**src/rtl/fetch_sequencer.sv**
```systemverilog
// Single-outstanding instruction fetch sequencer: IDLE -> REQ -> WAIT -> OUT, with redirect handling.
// Optional macro FETCH_TRAP_EN: a misaligned redirect target vectors to TRAP_VEC and pulses trap.
module fetch_sequencer #(
  parameter logic [63:0] RESET_PC = 64'h0,
  parameter logic [63:0] TRAP_VEC = 64'h100
) (
  input  logic        clk,
  input  logic        reset,
  output logic        imem_req,
  output logic [63:0] imem_addr,
  input  logic        imem_gnt,
  input  logic        imem_rvalid,
  input  logic [31:0] imem_rdata,
  output logic        inst_valid,
  output logic [31:0] inst,
  output logic [63:0] inst_pc,
  input  logic        inst_ready,
  input  logic        redirect,
  input  logic [63:0] redirect_pc,
  output logic        trap
);

  localparam logic [1:0] S_IDLE = 2'd0;
  localparam logic [1:0] S_REQ  = 2'd1;
  localparam logic [1:0] S_WAIT = 2'd2;
  localparam logic [1:0] S_OUT  = 2'd3;

  logic [1:0]  state_reg, state_next;
  logic [63:0] pc_reg, pc_next;
  logic [31:0] inst_reg, inst_next;
  logic [63:0] inst_pc_reg, inst_pc_next;
  logic        discard_reg, discard_next;
  logic        trap_reg, trap_next;

  logic        grant;
  logic        misaligned;
  logic [63:0] redirect_target;

`ifdef FETCH_TRAP_EN
  assign misaligned      = redirect && (redirect_pc[1:0] != 2'b00);
  assign redirect_target = misaligned ? TRAP_VEC : redirect_pc;
`else
  logic unused_trap_vec;
  assign unused_trap_vec = ^TRAP_VEC;
  assign misaligned      = 1'b0;
  assign redirect_target = redirect_pc;
`endif

  // A pending discard blocks new requests so that only one fetch is ever in flight.
  assign imem_req   = (state_reg == S_REQ) && !discard_reg;
  assign imem_addr  = pc_reg;
  assign grant      = imem_req && imem_gnt;
  assign inst_valid = (state_reg == S_OUT);
  assign inst       = inst_reg;
  assign inst_pc    = inst_pc_reg;
  assign trap       = trap_reg;

  always_comb begin
    state_next   = state_reg;
    pc_next      = pc_reg;
    inst_next    = inst_reg;
    inst_pc_next = inst_pc_reg;
    discard_next = discard_reg;
    trap_next    = 1'b0;

    if (discard_reg && imem_rvalid)
      discard_next = 1'b0;

    case (state_reg)
      S_IDLE: state_next = S_REQ;
      S_REQ: begin
        if (grant)
          state_next = S_WAIT;
      end
      S_WAIT: begin
        if (imem_rvalid && !discard_reg) begin
          inst_next    = imem_rdata;
          inst_pc_next = pc_reg;
          state_next   = S_OUT;
        end
      end
      S_OUT: begin
        if (inst_ready) begin
          pc_next    = pc_reg + 64'd4;
          state_next = S_REQ;
        end
      end
      default: state_next = S_IDLE;
    endcase

    // Redirect overrides sequential flow; any in-flight response becomes a discard.
    if (redirect) begin
      pc_next    = redirect_target;
      state_next = S_REQ;
      trap_next  = misaligned;
      case (state_reg)
        S_REQ: begin
          if (grant)
            discard_next = 1'b1;
        end
        S_WAIT: begin
          inst_next    = inst_reg;
          inst_pc_next = inst_pc_reg;
          if (!imem_rvalid)
            discard_next = 1'b1;
        end
        default: ;
      endcase
    end
  end

  always_ff @(posedge clk or posedge reset) begin
    if (reset) begin
      state_reg   <= S_IDLE;
      pc_reg      <= RESET_PC;
      inst_reg    <= '0;
      inst_pc_reg <= '0;
      discard_reg <= 1'b0;
      trap_reg    <= 1'b0;
    end else begin
      state_reg   <= state_next;
      pc_reg      <= pc_next;
      inst_reg    <= inst_next;
      inst_pc_reg <= inst_pc_next;
      discard_reg <= discard_next;
      trap_reg    <= trap_next;
    end
  end

endmodule

```
**config.mk**
```make
export PLATFORM = sky130hd
export DESIGN_NAME = fetch_sequencer
export DESIGN_NICKNAME = d
export VERILOG_FILES = /design/src/rtl/fetch_sequencer.sv
export SDC_FILE = /design/constraint.sdc
export NUM_CORES = 1
export LEC_CHECK = 0
export ABC_AREA = 1
export CAP_MARGIN = 25
export CORE_ASPECT_RATIO = 1.25
export CORE_MARGIN = 2
export CORE_UTILIZATION = 50
export CTS_CLUSTER_DIAMETER = 40
export DETAILED_ROUTE_END_ITERATION = 8
export GPL_ROUTABILITY_DRIVEN = 1
export PLACE_DENSITY = 0.85
export SYNTH_ARGS = -nofsm -noshare
export SYNTH_HDL_FRONTEND = slang
export SYNTH_SLANG_ARGS = --single-unit
```
**constraint.sdc**
```tcl
create_clock -name clk -period 11.75 [get_ports clk]
set_input_delay 3.525 -clock clk [delete_from_list [all_inputs] [get_ports clk]]
set_output_delay 3.525 -clock clk [all_outputs]
set_load 0.03 [all_outputs]
```
==> flow_summary.json, run 1 <==
{
  "status": "completed",
  "cp_max_fo": 81,
  "arrival_ns": 6.27,
  "syn_to_final_growth_pct": 39.7,
  "syn_avg_cell_area_um2": 7.61,
  "nets": 1489,
  "synth_most_common_cell": "nand2_1",
  "drcViolationCount": 0,
  "ys_warn_count": 0,
  "grt_overflow_total": 0,
  "tns_ns": 0,
  "start_kind": "input pin",
  "core-area_um2": 16800,
  "p_per_area_nw_per_um2": 222,
  "rsz0062_at_grt": "false",
  "post-route-period-util": 0.506,
  "hold_viol": 0,
  "antenna_found_initial": 0,
  "die_h_um": 151,
  "crit_type": "input pin to register",
  "gp_congestion": 0.966,
  "io_buffers": 263,
  "worst_skew_pair.late_latency_ns": 0.44,
  "via_count": 8690,
  "finalSetupViolCount": 0,
  "grtUsageTotal": 0.312,
  "initialDrtViolationCount": 788,
  "holdWs_ns": 0.484,
  "dpl.hpwl_um": 20900,
  "antennaDiodeCount": 0,
  "ys_seq_area_frac": 0.473,
  "synth_edf_count": 0,
  "io_pins": 265,
  "viasPerCell": 5.38,
  "yosysTopAreaCell": "dfrtp_1",
  "dp.cells": 1583,
  "post_cts_resize_count": 0,
  "cts_buffers": 17,
  "synth.distinct_cells": 30,
  "min_period_ns": 5.95,
  "ant_nets": 0,
  "p_leak_nw": 5.58,
  "ir_drop_v": 0.000124,
  "async_flop_share": 1.00,
  "ctsHoldBuffers": 0,
  "endpoint_kind": "register",
  "synth-seq-cells": 163,
  "cp_data_required_time_ns": 12.07,
  "finalMaxSlewViolations": 0,
  "synthCells": 1133,
  "cts_tree": "yes",
  "cts.htree.levels": 4,
  "ys_top_cells_by_area": "dfrtp_1, nand2_1, o21ai_0, inv_1, nor2_1",
  "drive_gt1_frac": 0.0752,
  "max_cap_viol_count": 0,
  "die_w_um": 121,
  "fin_skew_ns": 0.00846,
  "num_rows": 53,
  "ctsRootBufferMaster": "clkbuf_16",
  "wl_per_cell_um": 17.5,
  "worst_pin_slew_ns": 0.878,
  "ys.flop_type": "dfrtp_1",
  "grt_max_degree": 97,
  "synth_top_area_share": 0.473,
  "grt_pass1_vias": 8209,
  "firstDrtPassIters": 5,
  "instances_no_fill": 1616,
  "grt_first_pass_wirelength_um": 43700,
  "cts.sinks": 163,
  "wl_um": 28400,
  "clk_pin_slew_ns": 0.07,
  "min_path_type": "register to register",
  "synthTopCellsByCount": "nand2_1, dfrtp_1, inv_1",
  "start_util": 0.512,
  "synth_nets": 1239,
  "clockBufferDepth": 2,
  "dieArea_um2": 18300,
  "synthesis.area_um2": 8620,
  "post_cts.repair.setup_buffers": 0,
  "relSlewSlack": 0.415,
  "fmax_ghz": 0.168
}
## worst paths after layout
check	start	end	slack, ns	cells after the start
worst max-delay path	redirect	inst_pc[12]	5.80	6
worst min-delay path	inst_pc[13]	inst_pc[13]	0.48	2
worst max register to register	state_reg[0]	inst_pc[12]	8.98	7
worst min register to register	inst_pc[13]	inst_pc[13]	0.48	2
max in group asynchronous	reset	inst_pc[26]	6.71	3
min in group asynchronous	reset	inst[19]	3.66	2
## kinds of logic (layout without fill, tap and decap cells)
family          Yosys count  after routing  share of synthesized area
simple gates            585            585                      0.283
other cells               1              1                   0.000435
fa+ha+maj                 4              4                    0.00581
compound gates          159            159                      0.102
buf+inv                 175            438                     0.0784
xor+xnor                 11             11                     0.0112
flops                   163            163                      0.473
mux                      35             35                     0.0457
## final cells by class
class	count	area (µm²)
fill	1340	4800
clock inverter	15	171
timing repair buffer	269	2690
inverter	137	519
tap	220	275
multi-input combinational	795	3880
sequential	163	4080
clock buffer	17	425
## where the power goes
part | leakage [nW] | internal, W | switching, W | total, W
clock | 0.282 | 0.000302 | 0.000264 | 0.000566
combinational | 3.27 | 0.000498 | 0.000705 | 0.00120
sequential | 2.03 | 0.000757 | 0.000152 | 0.000909
total | 5.58 | 0.00156 | 0.00112 | 0.00268
## cell usage in the layout (no fill, tap or decap), types with 5 or more instances in the layout
cell / count
buf_4: 5
clkbuf_16: 17
inv_1: 134
o211ai_1: 9
mux2_2: 35
nand2_1: 365
xor2_1: 11
nor2_1: 114
o21bai_1: 10
nor2_2: 8
o21ai_1: 16
nand3_1: 71
nand2_2: 9
o221ai_1: 7
clkdlybuf4s50_1: 262
o21ai_0: 113
nand2_4: 6
nand4_1: 5
dfrtp_1: 163
## critical path, cell delays in order
cell and delay [ns]:
buf_2 0.08, buf_4 0.61, nor2_1 0.21, nand2_4 0.62, buf_4 0.71, mux2_2 0.41
## routing by layer
layer	routed length, µm	vias up	track usage
met1	10700	4055	0.381
li1	-	4091	-
met5	0	-	0
met2	14000	450	0.529
met4	1390	0	0.153
met3	2280	94	0.0595
## stage by stage
step	worst slack, ns	utilization	total power (W)	area [µm²]
finish	5.80	0.715	0.00268	12000
global route	5.63	0.715	0.00281	12000
CTS	5.78	0.713	0.00268	12000
detailed placement	5.36	0.678	0.00211	11400
global placement	5.48	0.678	0.00209	11400
floorplan	3.82	-	0.00157	8620
Note: power is estimated with default switching activity, not from simulation.
==> run 2, diff against run 1 <==
--- a/config.mk
+++ b/config.mk
@@ -9,11 +9,11 @@
 export CAP_MARGIN = 25
 export CORE_ASPECT_RATIO = 1.25
 export CORE_MARGIN = 2
-export CORE_UTILIZATION = 50
+export CORE_UTILIZATION = 43
 export CTS_CLUSTER_DIAMETER = 40
 export DETAILED_ROUTE_END_ITERATION = 8
 export GPL_ROUTABILITY_DRIVEN = 1
-export PLACE_DENSITY = 0.85
+export PLACE_DENSITY = 0.77
 export SYNTH_ARGS = -nofsm -noshare
 export SYNTH_HDL_FRONTEND = slang
 export SYNTH_SLANG_ARGS = --single-unit
==> constraint.sdc (replaced) <==
create_clock -name clk -period 5.3 [get_ports clk]
set_input_delay 1.59 -clock clk [delete_from_list [all_inputs] [get_ports clk]]
set_output_delay 1.59 -clock clk [all_outputs]
set_load 0.03 [all_outputs]
==> flow_summary.json, run 2 (synthesized netlist as in run 1, its figures left out) <==
{
  "place_ws_ns": 1.52,
  "min_path_type": "register to register",
  "fin_skew_ns": 0.0111,
  "finalMaxSlewViolations": 0,
  "relSlewSlack": 0.528,
  "cp_data_required_time_ns": 3.71,
  "cts.htree.levels": 4,
  "grt_max_degree": 118,
  "final_common_cell": "nand2_1",
  "status": "completed",
  "cts_tree": "yes",
  "ant_nets": 0,
  "start_util": 0.441,
  "dpl.hpwl_um": 21500,
  "max_cap_viol_count": 0,
  "antennaDiodeCount": 0,
  "worst_pin_slew_ns": 0.708,
  "wl_per_cell_um": 17.0,
  "fmax_ghz": 0.285,
  "setup_slack_ns": 1.79,
  "ctsHoldBuffers": 0,
  "clockBufferDepth": 2,
  "antenna_found_initial": 0,
  "start_kind": "register",
  "grt_overflow_total": 0,
  "die_h_um": 162,
  "drcViolationCount": 0,
  "drive_gt1_frac": 0.0765,
  "ctsRootBufferMaster": "clkbuf_16",
  "tns_ns": 0,
  "cts_buffers": 17,
  "core-area_um2": 19500,
  "die_w_um": 131,
  "hold_viol": 0,
  "post_cts_resize_count": 0,
  "grtUsageTotal": 0.270,
  "post_cts.repair.setup_buffers": 0,
  "finalSetupViolCount": 0,
  "worst_skew_pair.late_latency_ns": 0.44,
  "num_rows": 57,
  "p_leak_nw": 5.60,
  "endpoint_kind": "output pin",
  "cp_max_fo": 4,
  "viasPerCell": 5.11,
  "grt_first_pass_wirelength_um": 43900,
  "nets": 1491,
  "io_pins": 265,
  "dieArea_um2": 21200,
  "cts.sinks": 163,
  "post-route-period-util": 0.661,
  "crit_type": "register to output pin",
  "firstDrtPassIters": 6,
  "ir_drop_v": 0.000261,
  "arrival_ns": 1.92,
  "io_buffers": 263,
  "grt_pass1_vias": 8319,
  "clk_pin_slew_ns": 0.07,
  "gp_congestion": 0.945,
  "rsz0062_at_grt": "false",
  "via_count": 8495,
  "wl_um": 28300,
  "min_period_ns": 3.51,
  "syn_to_final_growth_pct": 40.6,
  "initialDrtViolationCount": 592,
  "layout_common_cells": "nand2_1, clkdlybuf4s50_1, dfrtp_1",
  "p_per_area_nw_per_um2": 488
}
==> run 2: changes by cell type in the layout (fill, tap and decap cells not counted), sizes merged <==
cell      change
buf           +2
bufinv        -1
clkinv        +1
clkinvlp      -1
inv           +1
==> run 2: power breakdown <==
part	switching, W	internal [W]	leakage, nW
registers	0.000336	0.00168	2.03
logic	0.00155	0.00110	3.29
clock network	0.000605	0.000632	0.285
total	0.00249	0.00341	5.60
==> run 2: routing by layer <==
metal	global-route usage	wire length [µm]	part of all wire	vias up
met3	0.0590	2100	0.074	59
met5	0	0	0	-
met4	0.0962	926	0.033	0
met1	0.333	11200	0.40	4020
li1	-	-	-	4087
met2	0.464	14000	0.50	329
==> run 2: layout make-up <==
cell class	count	area, µm²
sequential	163	4080
multi-input combinational	795	3880
timing repair buffer	271	2720
inverter	137	518
clock inverter	15	163
clock buffer	17	425
tap	265	332
fill	1760	7420
==> run 2: path summary, 6_finish.rpt <==
kind	startpoint	slack, ns	to	cells after the start
hold / removal	inst_pc[59]	0.48	inst_pc[59]	2
hold reg to reg	inst_pc[59]	0.48	inst_pc[59]	2
setup reg to reg	state_reg[0]	3.00	imem_addr[4]	6
setup / recovery	state_reg[1]	1.79	imem_req	5
min in group asynchronous	reset	1.66	inst_pc[8]	3
max in group asynchronous	reset	3.10	imem_addr[56]	3
==> run 2: worst max-delay path, stage by stage (launching register included) <==
cell and delay [ns]:
dfrtp_1 0.41, inv_1 0.07, ha_1 0.13, inv_1 0.05
nor2_1 0.13, clkdlybuf4s50_1 0.69
==> run 2: per-stage QoR <==
stage	hold slack (ns)	cells	instance area, µm²	total power [W]	utilization
after floorplan	0.502	1133	8620	0.00348	-
after detailed placement	0.471	1631	11500	0.00470	0.590
after global routing	0.512	1663	12100	0.00622	0.620
after CTS	0.489	1663	12100	0.00594	0.620
final	0.484	1663	12100	0.00591	0.620
after global placement	0.468	1630	11500	0.00465	0.589
==> run 3, diff against run 2 <==
--- a/config.mk
+++ b/config.mk
@@ -9,11 +9,11 @@
 export CAP_MARGIN = 25
 export CORE_ASPECT_RATIO = 1.25
 export CORE_MARGIN = 2
-export CORE_UTILIZATION = 43
+export CORE_UTILIZATION = 48
 export CTS_CLUSTER_DIAMETER = 40
 export DETAILED_ROUTE_END_ITERATION = 8
 export GPL_ROUTABILITY_DRIVEN = 1
-export PLACE_DENSITY = 0.77
+export PLACE_DENSITY = 0.82
 export SYNTH_ARGS = -nofsm -noshare
 export SYNTH_HDL_FRONTEND = slang
 export SYNTH_SLANG_ARGS = --single-unit
==> constraint.sdc (replaced) <==
create_clock -name clk -period 3.26 [get_ports clk]
set_input_delay 0.978 -clock clk [delete_from_list [all_inputs] [get_ports clk]]
set_output_delay 0.978 -clock clk [all_outputs]
set_load 0.03 [all_outputs]
==> flow_summary.json, run 3 (synthesized netlist as in run 1, its figures left out) <==
{
  "cp_data_required_time_ns": 2.28,
  "relSlewSlack": 0.605,
  "ir_drop_v": 0.000350,
  "initialDrtViolationCount": 734,
  "die_h_um": 154,
  "path_cells": "inv_1 -> ha_1 -> inv_1 -> nor2_1 -> clkdlybuf4s50_1",
  "via_count": 8615,
  "dp.cells": 1593,
  "die_w_um": 124,
  "wl_um": 28300,
  "viasPerCell": 5.30,
  "clk_pin_slew_ns": 0.06,
  "start_kind": "register",
  "start_util": 0.493,
  "finalSetupViolCount": 0,
  "cts_buffers": 17,
  "antenna_found_initial": 0,
  "instances_no_fill": 1625,
  "crit_type": "register to output pin",
  "post-route-period-util": 0.893,
  "worst_pin_slew_ns": 0.591,
  "holdWs_ns": 0.484,
  "post_cts_resize_count": 0,
  "rsz0062_at_grt": "false",
  "tns_ns": 0,
  "cpMostUsedCell": "inv_1",
  "max_cap_viol_count": 0,
  "clockBufferDepth": 2,
  "dpl.hpwl_um": 21600,
  "p_per_area_nw_per_um2": 794,
  "syn_to_final_growth_pct": 40.5,
  "grt_overflow_total": 0,
  "arrival_ns": 1.93,
  "hold_viol": 0,
  "post_cts.repair.setup_buffers": 0,
  "p_leak_nw": 5.62,
  "ctsRootBufferMaster": "clkbuf_16",
  "endpoint_kind": "output pin",
  "min_path_type": "register to register",
  "cts.htree.levels": 4,
  "cts.sinks": 163,
  "firstDrtPassIters": 5,
  "cpPeakStageDelay_ns": 0.70,
  "antennaDiodeCount": 0,
  "ant_nets": 0,
  "power_w": 0.00962,
  "min_period_ns": 2.91,
  "r2r_setup_slack_ns": 1.21,
  "wl_per_cell_um": 17.4,
  "drcViolationCount": 0,
  "grtUsageTotal": 0.300,
  "final_common_cell": "nand2_1",
  "fmax_ghz": 0.343,
  "gp_congestion": 0.978,
  "worst_skew_pair.late_latency_ns": 0.43,
  "dieArea_um2": 19100,
  "cp_max_fo": 4,
  "core-area_um2": 17500,
  "finalMaxSlewViolations": 0,
  "cts_tree": "yes",
  "status": "completed",
  "drive_gt1_frac": 0.0785,
  "ctsHoldBuffers": 0,
  "io_buffers": 263,
  "grt_max_degree": 93,
  "layout_common_cells": "nand2_1, clkdlybuf4s50_1, dfrtp_1",
  "io_pins": 265,
  "nets": 1494,
  "num_rows": 54,
  "grt_first_pass_wirelength_um": 43900,
  "grt_pass1_vias": 8307,
  "cp_slowest_cell": "clkdlybuf4s50_1",
  "fin_skew_ns": 0.00745
}
## run 3: cell count changes in the layout (fill, tap and decap cells not counted), sizes merged
| cell | change |
|---|---|
| clkinvlp | +2 |
| inv | -5 |
| clkbuf | +2 |
| buf | +3 |
| bufinv | +1 |
## run 3: metrics by stage
stage | cell area, µm² | worst slack [ns] | utilization
floorplan | 8620 | 0.211 | -
global placement | 11500 | 0.684 | 0.659
detailed placement | 11500 | 0.676 | 0.659
CTS | 12100 | 0.348 | 0.692
global route | 12100 | 0.245 | 0.692
finish | 12100 | 0.348 | 0.692
## run 3: per-layer routing
layer / track usage / vias to the layer above / part of all wire
met5: 0 / - / 0
met4: 0.145 / 0 / 0.047
met3: 0.0523 / 88 / 0.074
met2: 0.510 / 379 / 0.50
met1: 0.364 / 4063 / 0.38
li1: - / 4085 / -
## run 3: cell type report
class	instances	area, µm²
clock buffers	19	453
clock inverters	13	124
fillers	1438	5390
inverters	137	518
multi-input cells	795	3880
flip-flops and latches	163	4080
well taps	224	280
repair buffers	274	2770
## run 3: power by group
part           internal (W)  total (W)  switching, W
Sequential          0.00273    0.00329      0.000555
Combinational       0.00180    0.00435       0.00254
Clock               0.00110    0.00198      0.000880
Total               0.00564    0.00962       0.00398
## run 3: worst max-delay path, delay by kind of cell, from the launching register on
family	cells	cell delay (ns)
buf+inv	3	0.83
fa+ha+maj	1	0.14
flops	1	0.41
simple gates	1	0.12
## run 3: worst paths after layout
check / cells after the start / startpoint / endpoint
worst max register to register: 10 / imem_addr[3] / imem_addr[56]
max in group asynchronous: 3 / reset / imem_addr[48]
min in group asynchronous: 2 / reset / inst_pc[8]
worst min-delay path: 2 / inst_pc[5] / inst_pc[5]
worst min register to register: 2 / inst_pc[5] / inst_pc[5]
worst max-delay path: 5 / state_reg[1] / imem_req
